===== config.mk =====
export PLATFORM = sky130hd
export DESIGN_NAME = generic_sram_byte_en_rmw
export DESIGN_NICKNAME = d
export VERILOG_FILES = /design/src/rtl/generic_sram_rmw_pkg.sv /design/src/rtl/generic_sram_rmw_proto_chk.sv /design/src/rtl/generic_sram_byte_en_rmw.sv
export SDC_FILE = /design/constraint.sdc
export NUM_CORES = 1
export LEC_CHECK = 0
export ABC_AREA = 1
export BUFFER_PORTS_ARGS = -buffer_cell sky130_fd_sc_hd__buf_2
export CORE_MARGIN = 2
export CORE_UTILIZATION = 45
export DETAILED_ROUTE_END_ITERATION = 7
export PLACE_DENSITY = 0.91
export SLEW_MARGIN = 0
export SYNTH_ARGS = -nofsm -noshare
export SYNTH_HDL_FRONTEND = slang
export SYNTH_HIERARCHICAL = 1
export SYNTH_SLANG_ARGS = --single-unit

===== constraint.sdc =====
create_clock -name clk -period 1.6 [get_ports clk]
set_input_delay 0.16 -clock clk [delete_from_list [all_inputs] [get_ports clk]]
set_output_delay 0.16 -clock clk [all_outputs]
set_load 0.02 [all_outputs]

===== src/rtl/generic_sram_rmw_pkg.sv =====
// Shared types and the byte-lane merge helper for the byte-enable SRAM RMW adapter.
package generic_sram_rmw_pkg;

    localparam int unsigned MaxDataWidth = 256;
    localparam int unsigned MaxLanes     = MaxDataWidth / 8;

    typedef enum logic [1:0] {
        IDLE      = 2'd0,
        RMW_MERGE = 2'd1,
        WR_HOLD   = 2'd2
    } rmw_state_e;

    // Operates on a max-width word; lanes at or above 'lanes' always keep the old value.
    function automatic logic [MaxDataWidth-1:0] byte_merge(
        input logic [MaxDataWidth-1:0] old_word,
        input logic [MaxDataWidth-1:0] new_word,
        input logic [MaxLanes-1:0]     be,
        input int unsigned             lanes
    );
        logic [MaxDataWidth-1:0] res;
        res = old_word;
        for (int unsigned i = 0; i < MaxLanes; i++) begin
            if (i < lanes && be[i]) begin
                res[8*i +: 8] = new_word[8*i +: 8];
            end
        end
        return res;
    endfunction

endpackage


===== src/rtl/generic_sram_rmw_proto_chk.sv =====
// Sticky protocol checker for the RMW adapter; only instantiated with
// GENERIC_SRAM_RMW_PROTO_CHECK_EN defined.
module generic_sram_rmw_proto_chk
    import generic_sram_rmw_pkg::*;
#(
    parameter int unsigned ADDRESS_WIDTH = 10
) (
    input  logic                     clk,
    input  logic                     rstn,
    input  rmw_state_e               state,
    input  logic                     read_en,
    input  logic                     write_en,
    input  logic [ADDRESS_WIDTH-1:0] addr,
    output logic                     proto_err
);

    logic [ADDRESS_WIDTH-1:0] addr_q;
    logic                     err_q;
    logic                     viol;

    always_comb begin
        viol = read_en && write_en;
        if (state != IDLE) begin
            viol = viol || !write_en || (addr != addr_q);
        end
    end

    always_ff @(posedge clk or negedge rstn) begin
        if (!rstn) begin
            addr_q <= '0;
            err_q  <= 1'b0;
        end else begin
            if (state == IDLE && write_en) begin
                addr_q <= addr;
            end
            err_q <= err_q | viol;
        end
    end

`ifndef SYNTHESIS
    always_ff @(posedge clk) begin
        if (rstn && viol) begin
            $error("generic_sram_rmw: protocol violation in state %s", state.name());
        end
    end
`endif

    assign proto_err = err_q;

endmodule


===== src/rtl/generic_sram_byte_en_rmw.sv =====
// Byte-enable client to word-only SRAM adapter; partial writes use a 2-cycle RMW.
// Optional checker: define GENERIC_SRAM_RMW_PROTO_CHECK_EN to build proto_err logic.
module generic_sram_byte_en_rmw
    import generic_sram_rmw_pkg::*;
#(
    parameter int unsigned ADDRESS_WIDTH = 10,
    parameter int unsigned DATA_WIDTH    = 32
) (
    input  logic                      clk,
    input  logic                      rstn,
    input  logic [ADDRESS_WIDTH-1:0]  addr,
    input  logic                      read_en,
    input  logic                      write_en,
    input  logic [DATA_WIDTH/8-1:0]   byte_en,
    input  logic [DATA_WIDTH-1:0]     write_data,
    output logic [DATA_WIDTH-1:0]     read_data,
    output logic                      mem_ce,
    output logic                      mem_we,
    output logic [ADDRESS_WIDTH-1:0]  mem_addr,
    output logic [DATA_WIDTH-1:0]     mem_wdata,
    input  logic [DATA_WIDTH-1:0]     mem_rdata,
    output logic                      proto_err
);

    localparam int unsigned Lanes = DATA_WIDTH / 8;

    rmw_state_e             state_q, state_d;
    logic [DATA_WIDTH-1:0]  wdata_q;
    logic [Lanes-1:0]       be_q;
    logic                   capture;

    logic [MaxDataWidth-1:0] old_ext, new_ext, merged_ext;
    logic [MaxLanes-1:0]     be_ext;
    logic                    unused_merged;

    assign mem_addr  = addr;
    assign read_data = mem_rdata;

    always_comb begin
        old_ext = '0;
        new_ext = '0;
        be_ext  = '0;
        old_ext[DATA_WIDTH-1:0] = mem_rdata;
        new_ext[DATA_WIDTH-1:0] = wdata_q;
        be_ext[Lanes-1:0]       = be_q;
        merged_ext = byte_merge(old_ext, new_ext, be_ext, Lanes);
    end

    assign unused_merged = ^merged_ext[MaxDataWidth-1:DATA_WIDTH];

    always_ff @(posedge clk or negedge rstn) begin
        if (!rstn) begin
            state_q <= IDLE;
            wdata_q <= '0;
            be_q    <= '0;
        end else begin
            state_q <= state_d;
            if (capture) begin
                wdata_q <= write_data;
                be_q    <= byte_en;
            end
        end
    end

    always_comb begin
        state_d = state_q;
        unique case (state_q)
            IDLE:      if (write_en) state_d = (&byte_en) ? WR_HOLD : RMW_MERGE;
            RMW_MERGE: state_d = IDLE;
            WR_HOLD:   state_d = IDLE;
            default:   state_d = IDLE;
        endcase
    end

    // Gated by rstn so an in-flight RMW write is dropped the instant reset asserts.
    always_comb begin
        mem_ce    = 1'b0;
        mem_we    = 1'b0;
        mem_wdata = write_data;
        capture   = 1'b0;
        if (rstn) begin
            unique case (state_q)
                IDLE: begin
                    if (write_en) begin
                        mem_ce  = 1'b1;
                        mem_we  = &byte_en;
                        capture = ~&byte_en;
                    end else if (read_en) begin
                        mem_ce = 1'b1;
                    end
                end
                RMW_MERGE: begin
                    mem_ce    = 1'b1;
                    mem_we    = 1'b1;
                    mem_wdata = merged_ext[DATA_WIDTH-1:0];
                end
                WR_HOLD: begin
                end
                default: begin
                end
            endcase
        end
    end

`ifdef GENERIC_SRAM_RMW_PROTO_CHECK_EN
    generic_sram_rmw_proto_chk #(
        .ADDRESS_WIDTH(ADDRESS_WIDTH)
    ) u_proto_chk (
        .clk       (clk),
        .rstn      (rstn),
        .state     (state_q),
        .read_en   (read_en),
        .write_en  (write_en),
        .addr      (addr),
        .proto_err (proto_err)
    );
`else
    assign proto_err = 1'b0;
`endif

endmodule


After elaboration in Yosys (flattened, before gate mapping):

Cells that the tools add are included.

* register bits: 38
* input port bits: 82
* output and inout bits: 77

* equal/unequal tests: 2
* muxes and demuxes: 19
* reduce and logical (&&, ||, !) cells: 3

Operators by type and width (count)
* 2-to-1 mux 32 bit: 2
* 2-to-1 mux 8 bit: 4
* 2-to-1 mux 1 bit: 8
* 2-to-1 mux 2 bit: 3
* case mux 1 bit (2 select lines): 2
* AND reduction 4 bit: 1
* equality test 2 x 1 -> 1 bit, second input constant: 1
* logical NOT 2 bit: 1
* != test 2 bit, second input constant: 1
* logical NOT 1 bit: 1

Depth between registers and ports, before layout:

Gate-level depths: netlist (run 1).

* depth after elaboration: 5
* depth in mapped cells: 7

Worst setup path before layout (run 1):

Ideal clock, no wire load.

* path type: reg2out
* start point: register state_q[0]
* end point: output port mem_we
* arrival time: 1088 ps
* path slack: 352 ps
* stages on the path, launching flop included: 6
* path buffers: 0
* cells stage by stage: dfrtp_1 > nor2_2 > nand2_2 > inv_2 > nand2_1 > a21oi_1

* word-level cells in the longest chain between the ends: 3
* elaborated cells between the ends (all ways): 4

RTL lines
* start, declared: RTL line generic_sram_byte_en_rmw.sv:27 `rmw_state_e state_q, state_d;`
* start signal, assigned: RTL line generic_sram_byte_en_rmw.sv:57 `state_q <= state_d;`
* equality test 2 x 1 -> 1 bit / logical NOT 2 bit (equally long branches): RTL line generic_sram_byte_en_rmw.sv:82 `unique case (state_q)`
* case mux 1 bit (2 select lines) (*): RTL line generic_sram_byte_en_rmw.sv:82
* 2-to-1 mux 1 bit (*): RTL line generic_sram_byte_en_rmw.sv:81 `if (rstn) begin`
* end, declared: RTL line generic_sram_byte_en_rmw.sv:18 `output logic mem_we,`

Mark *: on every way between the ends. The rest lies on a longest branch, timed or not.

Final worst setup path (run 1):

* start point: register state_q[1]
* end point: output port mem_wdata[0]

* word-level cells in the longest chain between the ends: 3

RTL lines
* equality test 2 x 1 -> 1 bit: RTL line generic_sram_byte_en_rmw.sv:82
* 2-to-1 mux 32 bit: RTL line generic_sram_byte_en_rmw.sv:82
* 2-to-1 mux 32 bit: RTL line generic_sram_byte_en_rmw.sv:81
* end, declared: RTL line generic_sram_byte_en_rmw.sv:20 `output logic [DATA_WIDTH-1:0] mem_wdata,`

No other way between the ends.

==> impl_metrics.toml, run 1 <==
[routing]
num_vias = 2764
avgRoutedWirePerCell_microns = 12.7
first_iter_violations = 124
viasPerCell = 4.97
drc = 0
drt_pass1_iterations = 6
drt_wl_total_microns = 7050
ant_nets = 0

[clocking]
path_clk_slew_ns = 0.07
cts_tree = "yes"
post-cts-setup-buffers = 0
cts_sinks = 38
cts.htree.levels = 2
numCtsBuffers = 5
clockRootBuffer = "clkbuf_8"
clk-insertion-delay-late_ns = 0.29
clockBufferDepth = 2

[setup_path]
worstRegToRegCells = 6
r2r_start = "state_q[0]"
worstSetupEndpointType = "output pin"
critPathCapture = "mem_wdata[0]"
reg2reg_slack_ns = 0.20
cp-startpoint = "state_q[1]"
crit_type = "reg2out"
required_ns = 1.44
path_max_fanout = 32
cp.arrival_ns = 1.48
rr_endpoint = "wdata_q[27]"
worstSetupStartpointType = "register"

[cells_and_area]
drive_gt1_frac = 0.345
final_common_cell = "nand2_1"
final_cell_mix = "140 x nand2_1, 104 x buf_2, 36 x inv_1, 35 x nand3_1, 35 x dfrtp_1"
fin_nets = 562
areaGrowthSynthToFinish_pct = 22.1
diodes = 0
fill_cells = 559

[yosys]
ys_warn_count = 6
yosysSeqAreaShare = 0.339
synth_cell_types = 23
avgSynthCellArea_sq_um = 7.06
syn-num-nets = 479
syn_area_sq_um = 2800
postSynthCellCount = 397
ys_seq_elements = 38

[flow_run]
maxCapViolations = 0

[sta]
rsz0062_at_grt = "yes"
setup_ws_ns = -0.0403
setup_viol = 22
max_freq_mhz = 610
final_hold_viol_count = 0
min_period_over_period = 1.03
fin_skew_ns = 0.00905
worst_pin_slew_ns = 0.500
hold_slack_ns = 0.117
slew_headroom = 0.667
min_period_ns = 1.64
slew_violations = 0

[worst_hold_path]
hold_path.class = "in2reg"
hold_start = "write_data[1]"

[die]
start_util = 0.471
die_w_microns = 82.9
dieArea_sq_um = 6880
core_sq_um = 5960
rows = 28
boundaryPins = 159
die_h_microns = 82.9

[global_route]
grt-ovfl-total = 0
grt_util_all_layers = 0.195
grt_pass1_vias = 2517
antenna_found_initial = 0
grt_max_degree = 38
grt_pass1_wl_microns = 11300

[placement]
hpwl_microns = 4900
place_congestion = 0.729
dp_slack_ns = 0.212
portBuffers = 137

[power]
powerDensity_nw_per_um2 = 908
total_leakage_power_nw = 1.91
ir_drop_mv = 0.554

[outcome]
violations = "negative setup slack"
status = "finished with violations"
[synth_stat cells]
cell	number	area [sq um]
nor2_8	1	20.0
nand3_4	1	17.5
buf_6	7	78.8
a21oi_1	2	10.0
nand2_1	140	526
buf_1	1	3.75
o211ai_1	32	240
nor2_4	1	11.3
nand3_1	35	175
inv_1	36	135
clkbuf_2	3	15.0
buf_4	48	360
o21ai_0	24	120
nor2_2	2	12.5
dfrtp_1	38	951
nor2_1	1	3.75
inv_2	2	7.51
nand2_2	2	12.5
nand3_2	1	10.0
clkbuf_1	5	18.8
conb_1	1	3.75
buf_2	6	30.0
o21ai_1	8	40.0
[report_power, final]
part / switching [mW] / internal [mW] / leakage (nW)
registers: 0.173 / 1.13 / 0.472
logic: 0.613 / 0.427 / 1.38
clock network: 0.325 / 0.435 / 0.0575
[cell type report]
class | instances | area [sq um] | share of cell area
clock buffers | 8 | 110 | 0.0322
inverters | 38 | 143 | 0.0417
multi-input cells | 251 | 1210 | 0.353
flip-flops and latches | 38 | 955 | 0.279
well taps | 75 | 93.8 | 0.0274
repair buffers | 146 | 915 | 0.267
[kinds of logic after synthesis]
kind of cell	after synthesis	share of synthesized area
buffers and inverters	108	0.232
flip-flops	38	0.339
other	1	0.00134
AND/OR/NAND/NOR	184	0.281
AO/OA/AOI/OAI	66	0.146
[registers in the layout, indices dropped and copies added, names as in the netlist]
register and flops:
be_q 4, wdata_q 32, state_q 2
[worst min path at each step]
| stage | to | slack [ns] | cells after the start |
|---|---|---|---|
| final | wdata_q[1] | 0.12 | 3 |
| after global routing | wdata_q[0] | 0.12 | 3 |
| after CTS | wdata_q[0] | 0.11 | 3 |
| after detailed placement | wdata_q[12] | 0.13 | 2 |
| after global placement | wdata_q[12] | 0.12 | 2 |
| after floorplan | be_q[0] | -0.14 | 0 |
[worst max-delay path: stages (launching register included)]
cell      delay (ns)
dfrtp_1         0.40
inv_1           0.07
nand2_2         0.07
nor2_4          0.11
buf_12          0.20
o211ai_1        0.12
nand2_1         0.09
buf_4           0.14
[stage by stage]
step           total power, mW  instances  cell area [sq um]  TNS, ns  utilization
3_3_place_gp              2.22        547               3150        0        0.529
5_1_grt                   3.31        556               3420    -2.77        0.575
3_5_place_dp              2.27        547               3150        0        0.529
2_1_floorplan             2.04        397               2800        0            -
6_report                  3.11        556               3420   -0.288        0.575
4_1_cts                   3.10        556               3380   -0.275        0.568
[timing repair]
action / 4_1_cts / 5_1_grt
hold buffers: 1 / 0
pin swaps: 0 / 1
hold endpoints to repair: 20 / 0
cloned: 0 / 0
resized for setup: 43 / 18
setup endpoints to repair: 32 / 33
[routing by layer]
layer	up-vias	part of all wire	global-route usage
li1	1396	-	-
met1	1254	0.40	0.215
met2	106	0.52	0.371
met3	8	0.071	0.0517
met4	0	0.011	0.0462
met5	-	0	0
No activity file was read; power rests on OpenSTA's default activity.
==> run 2, diff against run 1 <==
CORE_UTILIZATION = 48   (was 45)
PLACE_DENSITY = 0.95   (was 0.91)
clock period = 1.9 ns   (was 1.6 ns; I/O delays follow)
==> impl_metrics.toml, run 2 (synthesis results as in run 1) <==
[power]
p_clk_frac = 0.260
p_sw_mw = 0.909
ir_drop_mv = 0.432
powerDensity_nw_per_um2 = 788
total_leakage_power_nw = 1.84
switching_share = 0.357
power_frac_seq = 0.430
total_power_mw = 2.54
p_int_mw = 1.64
combPwrFrac = 0.310

[setup_path]
cp.arrival_ns = 1.54
crit_slowest_cell = "dfrtp_1"
slowest_delay_ns = 0.38
crit_type = "reg2out"
crit_buf_inv = 3
path_max_fanout = 22
required_ns = 1.71
worstSetupStartpointType = "register"
crit_family = "buffers and inverters"
worstSetupEndpointType = "output pin"
worstPathCellList = "inv_2 -> nor2_2 -> buf_6 -> o211ai_1 -> nand2_1 -> buf_2"

[cells_and_area]
drive_gt1_frac = 0.333
final_common_cell = "nand2_1"
final_cell_mix = "140 x nand2_1, 137 x buf_2, 38 x dfrtp_1, 36 x inv_1, 35 x nand3_1"
final_util = 0.580
fin_nets = 559
reg_top3 = "wdata_q: 32 flops, be_q: 4 flops, state_q: 2 flops"
areaGrowthSynthToFinish_pct = 15.3
layoutNonFillerInstCount = 550
design_area_sq_um = 3230
largest_reg_flops = 32
largest-register = "wdata_q"
diodes = 0

[outcome]
status = "finished clean"

[sta]
rsz0062_at_grt = "no"
min_period_ns = 1.73
hold_slack_ns = 0.0323
setup_viol = 0
min_period_over_period = 0.913
fin_skew_ns = 0.00371
worst_pin_slew_ns = 0.533
final_hold_viol_count = 0
setup_ws_ns = 0.166
tns_ns = 0
slew_violations = 0
max_freq_mhz = 577
slew_headroom = 0.645

[global_route]
use_met1 = 0.249
busiest_layer = "met2"
grt_pass1_wl_microns = 11100
grt-ovfl-total = 0
met3_usage = 0.0438
antenna_found_initial = 0
grt_max_degree = 40
grt_pass1_vias = 2609
use_met2 = 0.401
grt_util_all_layers = 0.217

[routing]
avgRoutedWirePerCell_microns = 12.1
ant_nets = 0
drt_pass1_iterations = 4
viasPerCell = 5.07
drt_wl_total_microns = 6680
num_vias = 2786
drc = 0
first_iter_violations = 166

[clocking]
clockBufferDepth = 2
numCtsBuffers = 5
clk-insertion-delay-late_ns = 0.28
cts.htree.levels = 2
cts_tree = "yes"
clockRootBuffer = "clkbuf_8"
path_clk_slew_ns = 0.07
cts_sinks = 38
post-cts-setup-buffers = 0

[placement]
place_congestion = 0.738
dpl_cell_area_sq_um = 3120
portBuffers = 137
dp.cells = 542
dp_slack_ns = 0.446
hpwl_microns = 4770

[die]
boundaryPins = 159
rows = 27
die_w_microns = 80.4
die_h_microns = 80.4
dieArea_sq_um = 6470
start_util = 0.503
core_sq_um = 5570

[flow_run]
maxCapViolations = 0

[worst_hold_path]
hold_path.class = "in2async"
run 2: changes by cell type in the layout (fill, tap and decap cells not counted), moves of 2 or more:
cell      change
buf_2        +33
buf_4        -19
buf_6        -15
o21ai_0       +7
o21ai_1       -7
clkbuf_8      -3
dfrtp_1       +3
dfrtp_2       -3
clkbuf_1      +2
run 2: metal layers:
metal / wire, microns / share of wire
met1: 2760 / 0.41
met2: 3400 / 0.51
met3: 471 / 0.070
met4: 50 / 0.0075
met5: 0 / 0
run 2: timing repair:
item                                    in CTS  in global routing
resized for setup                            0                  2
hold buffers                                 0                  0
endpoints found under the setup margin       0                  4
run 2: final cells by class:
cell class / count / area [sq um]
repair buffers: 143 / 738
fillers: 547 / 2340
clock inverters: 1 / 30.0
clock buffers: 7 / 76.3
inverters: 38 / 143
well taps: 72 / 90.1
multi-input cells: 251 / 1200
flip-flops and latches: 38 / 951
run 2: final timing paths:
path                           startpoint             to  slack, ns  cells after the start
max                            state_q[0]  mem_wdata[23]       0.17                      6
min in group clk           write_data[13]    wdata_q[13]       0.14                      3
max reg2reg                    state_q[0]    wdata_q[14]       0.49                      6
min                                  rstn    wdata_q[28]       0.03                      2
min reg2reg                   wdata_q[25]    wdata_q[25]       0.47                      2
max in group asynchronous            rstn    wdata_q[25]       1.55                      2
run 2: power by group through the flow:
stage               sequential, mW  clock [mW]  combinational, mW
floorplan                     1.02           0              0.698
global placement              1.10           0              0.767
detailed placement            1.11           0              0.794
CTS                           1.09       0.680              0.795
global route                  1.12       0.713              0.903
finish                        1.09       0.661              0.790
run 2: worst register-to-register path: stages, from the launching register on:
cell and delay, ns:
dfrtp_1 0.40, nor2_2 0.12, nand2_2 0.11, inv_2 0.10
nand3_4 0.32, nand2_1 0.17, nand2_1 0.07
